$ cat config.mk
export PLATFORM = sky130hd
export DESIGN_NAME = fetch_queue
export DESIGN_NICKNAME = d
export VERILOG_FILES = /design/src/rtl/fetch_queue_pkg.sv /design/src/rtl/fetch_queue_ctl.sv /design/src/rtl/fetch_queue.sv
export SDC_FILE = /design/constraint.sdc
export NUM_CORES = 1
export LEC_CHECK = 0
export BUFFER_PORTS_ARGS = -buffer_cell sky130_fd_sc_hd__buf_2
export CORE_UTILIZATION = 40
export CTS_CLUSTER_DIAMETER = 40
export DETAILED_ROUTE_END_ITERATION = 12
export HOLD_SLACK_MARGIN = 0.15
export PLACE_DENSITY_LB_ADDON = 0.3
export SLEW_MARGIN = 20
export SYNTH_ARGS = -nofsm -noshare
export SYNTH_HDL_FRONTEND = slang
export SYNTH_SLANG_ARGS = --single-unit
$ cat constraint.sdc
create_clock -name clk -period 8.6 [get_ports clk]
set_input_delay 0.43 -clock clk [delete_from_list [all_inputs] [get_ports clk]]
set_output_delay 0.43 -clock clk [all_outputs]
set_load 0.005 [all_outputs]
$ cat src/rtl/fetch_queue_pkg.sv
// rtl/fetch_queue_pkg.sv - shared fetch bundle type, default depth and branch predecode
package fetch_queue_pkg;

    localparam int FQ_DEPTH_DEFAULT = 8;

    typedef struct packed {
        logic        valid;
        logic [31:0] pc;
        logic [31:0] raw_instr;
        logic        is_slot;
    } fetch_data_t;

    // Branch/jump predecode: REGIMM, J/JAL/BEQ/BNE/BLEZ/BGTZ, and JR/JALR
    function automatic logic is_branch(input logic [31:0] raw_instr);
        logic [5:0] opcode;
        logic [5:0] funct;
        opcode = raw_instr[31:26];
        funct  = raw_instr[5:0];
        is_branch = (opcode == 6'b000001) ||
                    ((opcode >= 6'b000010) && (opcode <= 6'b000111)) ||
                    ((opcode == 6'b000000) && ((funct == 6'b001000) || (funct == 6'b001001)));
    endfunction

endpackage

$ cat src/rtl/fetch_queue_ctl.sv
// rtl/fetch_queue_ctl.sv - head/tail/occupancy bookkeeping and dequeue-width selection
module fetch_queue_ctl
    import fetch_queue_pkg::*;
#(
    parameter  int FQ_DEPTH = FQ_DEPTH_DEFAULT,
    localparam int FQ_WIDTH = $clog2(FQ_DEPTH)
) (
    input  logic                clk,
    input  logic                resetn,
    input  logic [1:0]          in_valid,
    input  logic                flush,
    input  logic                out_ready,
    input  logic                br_h0,
    input  logic                br_h1,
    output logic [FQ_WIDTH-1:0] head,
    output logic [FQ_WIDTH-1:0] tail,
    output logic [FQ_WIDTH:0]   cnt,
    output logic                in_ready,
    output logic                enq_fire,
    output logic [1:0]          navail
);

    localparam int CW = FQ_WIDTH + 1;
    localparam logic [FQ_WIDTH:0] READY_MAX = CW'(FQ_DEPTH - 2);

    logic [1:0] nenq;
    logic [1:0] ndeq;

    // Room for a full pair is judged from registered occupancy only
    always_comb begin
        in_ready = (cnt <= READY_MAX);
        enq_fire = in_valid[1] && in_ready && !flush;
        nenq     = 2'd0;
        if (enq_fire) begin
            nenq = in_valid[0] ? 2'd2 : 2'd1;
        end
    end

    // A branch is only released together with its delay slot
    always_comb begin
        navail = 2'd2;
        if (cnt == '0) begin
            navail = 2'd0;
        end else if (br_h0) begin
            navail = (cnt == CW'(1)) ? 2'd0 : 2'd2;
        end else if ((cnt == CW'(1)) || br_h1) begin
            navail = 2'd1;
        end
        ndeq = out_ready ? navail : 2'd0;
    end

    // Pointer and occupancy update; flush empties the queue on the next edge
    always_ff @(posedge clk or negedge resetn) begin
        if (!resetn) begin
            head <= '0;
            tail <= '0;
            cnt  <= '0;
        end else if (flush) begin
            head <= '0;
            tail <= '0;
            cnt  <= '0;
        end else begin
            head <= head + FQ_WIDTH'(ndeq);
            tail <= tail + FQ_WIDTH'(nenq);
            cnt  <= cnt + CW'(nenq) - CW'(ndeq);
        end
    end

endmodule

$ cat src/rtl/fetch_queue.sv
// rtl/fetch_queue.sv - two-wide fetch-to-decode instruction buffer with delay-slot pairing
module fetch_queue
    import fetch_queue_pkg::*;
#(
    parameter  int FQ_DEPTH = FQ_DEPTH_DEFAULT,
    localparam int FQ_WIDTH = $clog2(FQ_DEPTH)
) (
    input  logic                  clk,
    input  logic                  resetn,
    input  logic [1:0]            in_valid,
    input  logic [31:0]           in_pc,
    input  logic [1:0][31:0]      in_instr,
    output logic                  in_ready,
    output fetch_data_t [1:0]     out_data,
    input  logic                  out_ready,
    input  logic                  flush,
    output logic [FQ_WIDTH:0]     count
);

    logic [31:0]         pc_mem    [FQ_DEPTH];
    logic [31:0]         instr_mem [FQ_DEPTH];

    logic [FQ_WIDTH-1:0] head;
    logic [FQ_WIDTH-1:0] tail;
    logic [FQ_WIDTH-1:0] head_p1;
    logic [FQ_WIDTH-1:0] tail_p1;
    logic [FQ_WIDTH:0]   cnt;
    logic                enq_fire;
    logic [1:0]          navail;
    logic                br_h0;
    logic                br_h1;

    assign head_p1 = head + FQ_WIDTH'(1);
    assign tail_p1 = tail + FQ_WIDTH'(1);
    assign br_h0   = is_branch(instr_mem[head]);
    assign br_h1   = is_branch(instr_mem[head_p1]);
    assign count   = cnt;

    fetch_queue_ctl #(
        .FQ_DEPTH (FQ_DEPTH)
    ) u_ctl (
        .clk       (clk),
        .resetn    (resetn),
        .in_valid  (in_valid),
        .flush     (flush),
        .out_ready (out_ready),
        .br_h0     (br_h0),
        .br_h1     (br_h1),
        .head      (head),
        .tail      (tail),
        .cnt       (cnt),
        .in_ready  (in_ready),
        .enq_fire  (enq_fire),
        .navail    (navail)
    );

    // Entry storage; contents are meaningless outside the head..tail window so no reset
    always_ff @(posedge clk) begin
        if (enq_fire) begin
            pc_mem[tail]    <= in_pc;
            instr_mem[tail] <= in_instr[1];
            if (in_valid[0]) begin
                pc_mem[tail_p1]    <= in_pc + 32'd4;
                instr_mem[tail_p1] <= in_instr[0];
            end
        end
    end

    // Present the oldest one or two entries; unused lanes read as all-zero
    always_comb begin
        out_data = '0;
        if (navail != 2'd0) begin
            out_data[1].valid     = 1'b1;
            out_data[1].pc        = pc_mem[head];
            out_data[1].raw_instr = instr_mem[head];
        end
        if (navail == 2'd2) begin
            out_data[0].valid     = 1'b1;
            out_data[0].pc        = pc_mem[head_p1];
            out_data[0].raw_instr = instr_mem[head_p1];
            out_data[0].is_slot   = br_h0;
        end
    end

endmodule

==> metrics.cfg <==
[outcome]
outcome=completed

[global_route]
antenna_found_initial=23
track_usage=0.253
overflow=0
grt_pass1_wl_um=146000
grt_pass1_vias=22200
grt_max_degree=107

[synth]
synthXorXnorAreaFrac=0.0671
synth_edf_count=512
synth_fp_nets=2826
syn_area_per_cell_um2=11.6
synth_seq_area_share=0.499
synthFlopType=edfxtp_1
yosys_warnings=0
synth-seq-cells=522
synthAdderAreaFrac=0.00696
synth_compound_area_frac=0.00488
synth_top_family_by_area=multiplexers
syn_inst=2709
synthSimpleGateAreaFrac=0.156
synth_cell_types=45
async_reset_ff_frac=0.0192
netlist_area_um2=31300
synth_mux_area_frac=0.225
synth_top_cell_area_share=0.491
synth_top_area_cell=edfxtp_1
yosys-top-cells-area=edfxtp_1 49%, mux4_2 18%, nand2_1 12%

[clock_network]
clk_path_buf_depth=3
clk_latency_ps=630
numCtsBuffers=79
cts_root_buf=clkbuf_16
cts_tree=yes
cts-resized-gates=0
htree_levels=3
clk_pin_slew_worst_paths_ps=60
post_cts_buffers=0
cts_sinks=522

[critical_path]
start_kind=flip-flop
end_kind=output pin
cpMaxStageDelayCell=dfrtp_4
crit_buf_inv=3
cp_max_fo=106
worstPathArrival_ps=5880
crit_required_ps=8170
worstSetupPathType=flip-flop to output pin
crit_path_max_incr_delay_ps=780
crit_chain=buf_12 > mux4_2 > mux2i_1 > nand4b_1 > o22ai_2 > o21a_4 > buf_4 > nor2_1 > buf_2
cp_top_family=buffers and inverters

[power_and_ir_drop]
pwr_density_cell_nw_per_um2=290
p_leak_nw=12.8
vdd_drop_max_v=0.000210

[timing]
rsz0062_at_grt=false
max_slew_margin=0.232
hold_viol=0
worst_pin_slew_ps=1150
setup_viol=0
fin_crit_sh=0.733
final_max_slew_viol_count=0
fin_crit_ps=6310
timing.fmax_ghz=0.159
skew_ps=17.4
fin_setup_tns_ps=0
hold_ws_ps=175

[routing]
postRouteAntennaNets=0
wl_um=100000
post-route-drc-count=0
vias=22300
post_drt_wl_per_cell_um=25.6
drt-pass1-iter-count=6
drtIter0Drc=2407
vias_per_cell=5.70

[layout]
final_layout_size_suffix_gt1_frac=0.248
area_delta_synth_final_pct=14.7
layout.nets=2924
fillerInstances=6929
layout.cells.non_filler=3921
utilization=0.463

[floorplan]
die_h_um=282
rows=102
die_area_um2=79300
die_w_um=282
fp.coreArea_um2=77500
io_pins=239
start_util=0.404

[placed_design]
gp_congestion=0.798
dp_cells=3761
port_buffers=237
hpwl_um=56300

[flow_run]
max-cap-violations=0

[min_path]
hold_class=primary input to flip-flop

flip-flops by register name, summed over array words and instances (netlist names):
signal,count
instr_mem,256
pc_mem,256
u_ctl.cnt,4
u_ctl.head,3
u_ctl.tail,3
worst paths after layout:
path,depth (start not counted),slack [ps],end,start
hold / removal,3,170,instr_mem[3][21]$_DFFE_PP_,in_instr[21]
hold reg to reg,2,810,u_ctl.tail[0]$_DFF_PN0_,u_ctl.tail[0]$_DFF_PN0_
min in group asynchronous,2,250,u_ctl.cnt[2]$_DFF_PN0_,resetn
setup / recovery,9,2290,out_data[69],u_ctl.head[1]$_DFF_PN0_
setup reg to reg,14,2980,u_ctl.cnt[3]$_DFF_PN0_,u_ctl.head[0]$_DFF_PN0_
max in group asynchronous,2,8130,u_ctl.head[1]$_DFF_PN0_,resetn
routing by layer:
metal / share of wire / GRT usage / vias to the layer above
met5: 0.0015 / 0 / -
met4: 0.033 / 0.101 / 26
met3: 0.11 / 0.0615 / 238
met2: 0.46 / 0.394 / 1220
met1: 0.40 / 0.339 / 11200
li1: - / - / 9678
timing repair:
action	4_1_cts	5_1_grt
hold buffers	4	0
hold endpoints to repair	31	0
setup endpoints to repair	0	0
layout make-up:
cell class	instances	area, um^2	area share
sequential	522	15600	0.436
tap	1040	1300	0.0363
timing repair buffer	284	1580	0.0441
inverter	13	48.8	0.00136
multi-input combinational	1907	14700	0.408
clock buffer	89	2080	0.0579
antenna	10	25.0	0.000697
clock inverter	56	552	0.0154
worst register-to-register path, delay by kind of cell (launching register included):
family | cells | cell delay, ps
buffers and inverters | 1 | 680
DFF | 1 | 1000
AOI/OAI and AO/OA | 4 | 660
adders and majority gates | 3 | 1590
muxes | 2 | 890
and+or+nand+nor | 3 | 540
xor gates and xnor gates | 1 | 140
placed cells by master, fill, tap and decap left out, types with 10 or more instances in the layout:
cell type | Yosys | layout
inv_1 | 11 | 11
mux4_2 | 256 | 256
clkbuf_16 | 0 | 82
edfxtp_1 | 512 | 512
nor2_1 | 218 | 214
nand3_1 | 17 | 13
xor2_1 | 75 | 75
and3_1 | 10 | 10
buf_2 | 47 | 237
xnor2_1 | 163 | 163
inv_6 | 0 | 15
diode_2 | 0 | 10
buf_4 | 13 | 40
mux2i_1 | 128 | 128
nand2_1 | 961 | 957
clkinv_4 | 0 | 12
ha_1 | 11 | 10
through the flow:
stage | worst slack [ps] | instance area, um^2 | power [mW]
finish | 2290 | 35900 | 10.4
global route | 2060 | 35900 | 10.9
CTS | 2270 | 35800 | 10.5
detailed placement | 2760 | 33200 | 7.27
global placement | 2860 | 33100 | 7.23
floorplan | 1790 | 31300 | 5.83
where the power goes:
group | switching, mW | internal [mW]
clock network | 1.26 | 1.93
registers | 0.145 | 2.91
logic | 2.28 | 1.88
synth_stat cells, drive strengths merged, types with 2 or more instances:
master / number
a21oi: 5
and2: 5
and3: 10
and4: 2
buf: 114
clkbuf: 153
dfrtp: 10
edfxtp: 512
fa: 4
ha: 11
inv: 13
mux2i: 128
mux4: 256
nand2: 961
nand2b: 5
nand3: 17
nand4: 8
nor2: 218
nor2b: 6
nor3: 7
nor4: 4
o21ai: 7
o31ai: 2
xnor2: 163
xor2: 76
logic make-up after synthesis:
kind of cell	Yosys count
compound gates	20
xor+xnor	239
fa+ha+maj	15
buf+inv	280
flops	522
mux	384
other cells	1
simple gates	1248
No activity file was read; power rests on OpenSTA's default activity.
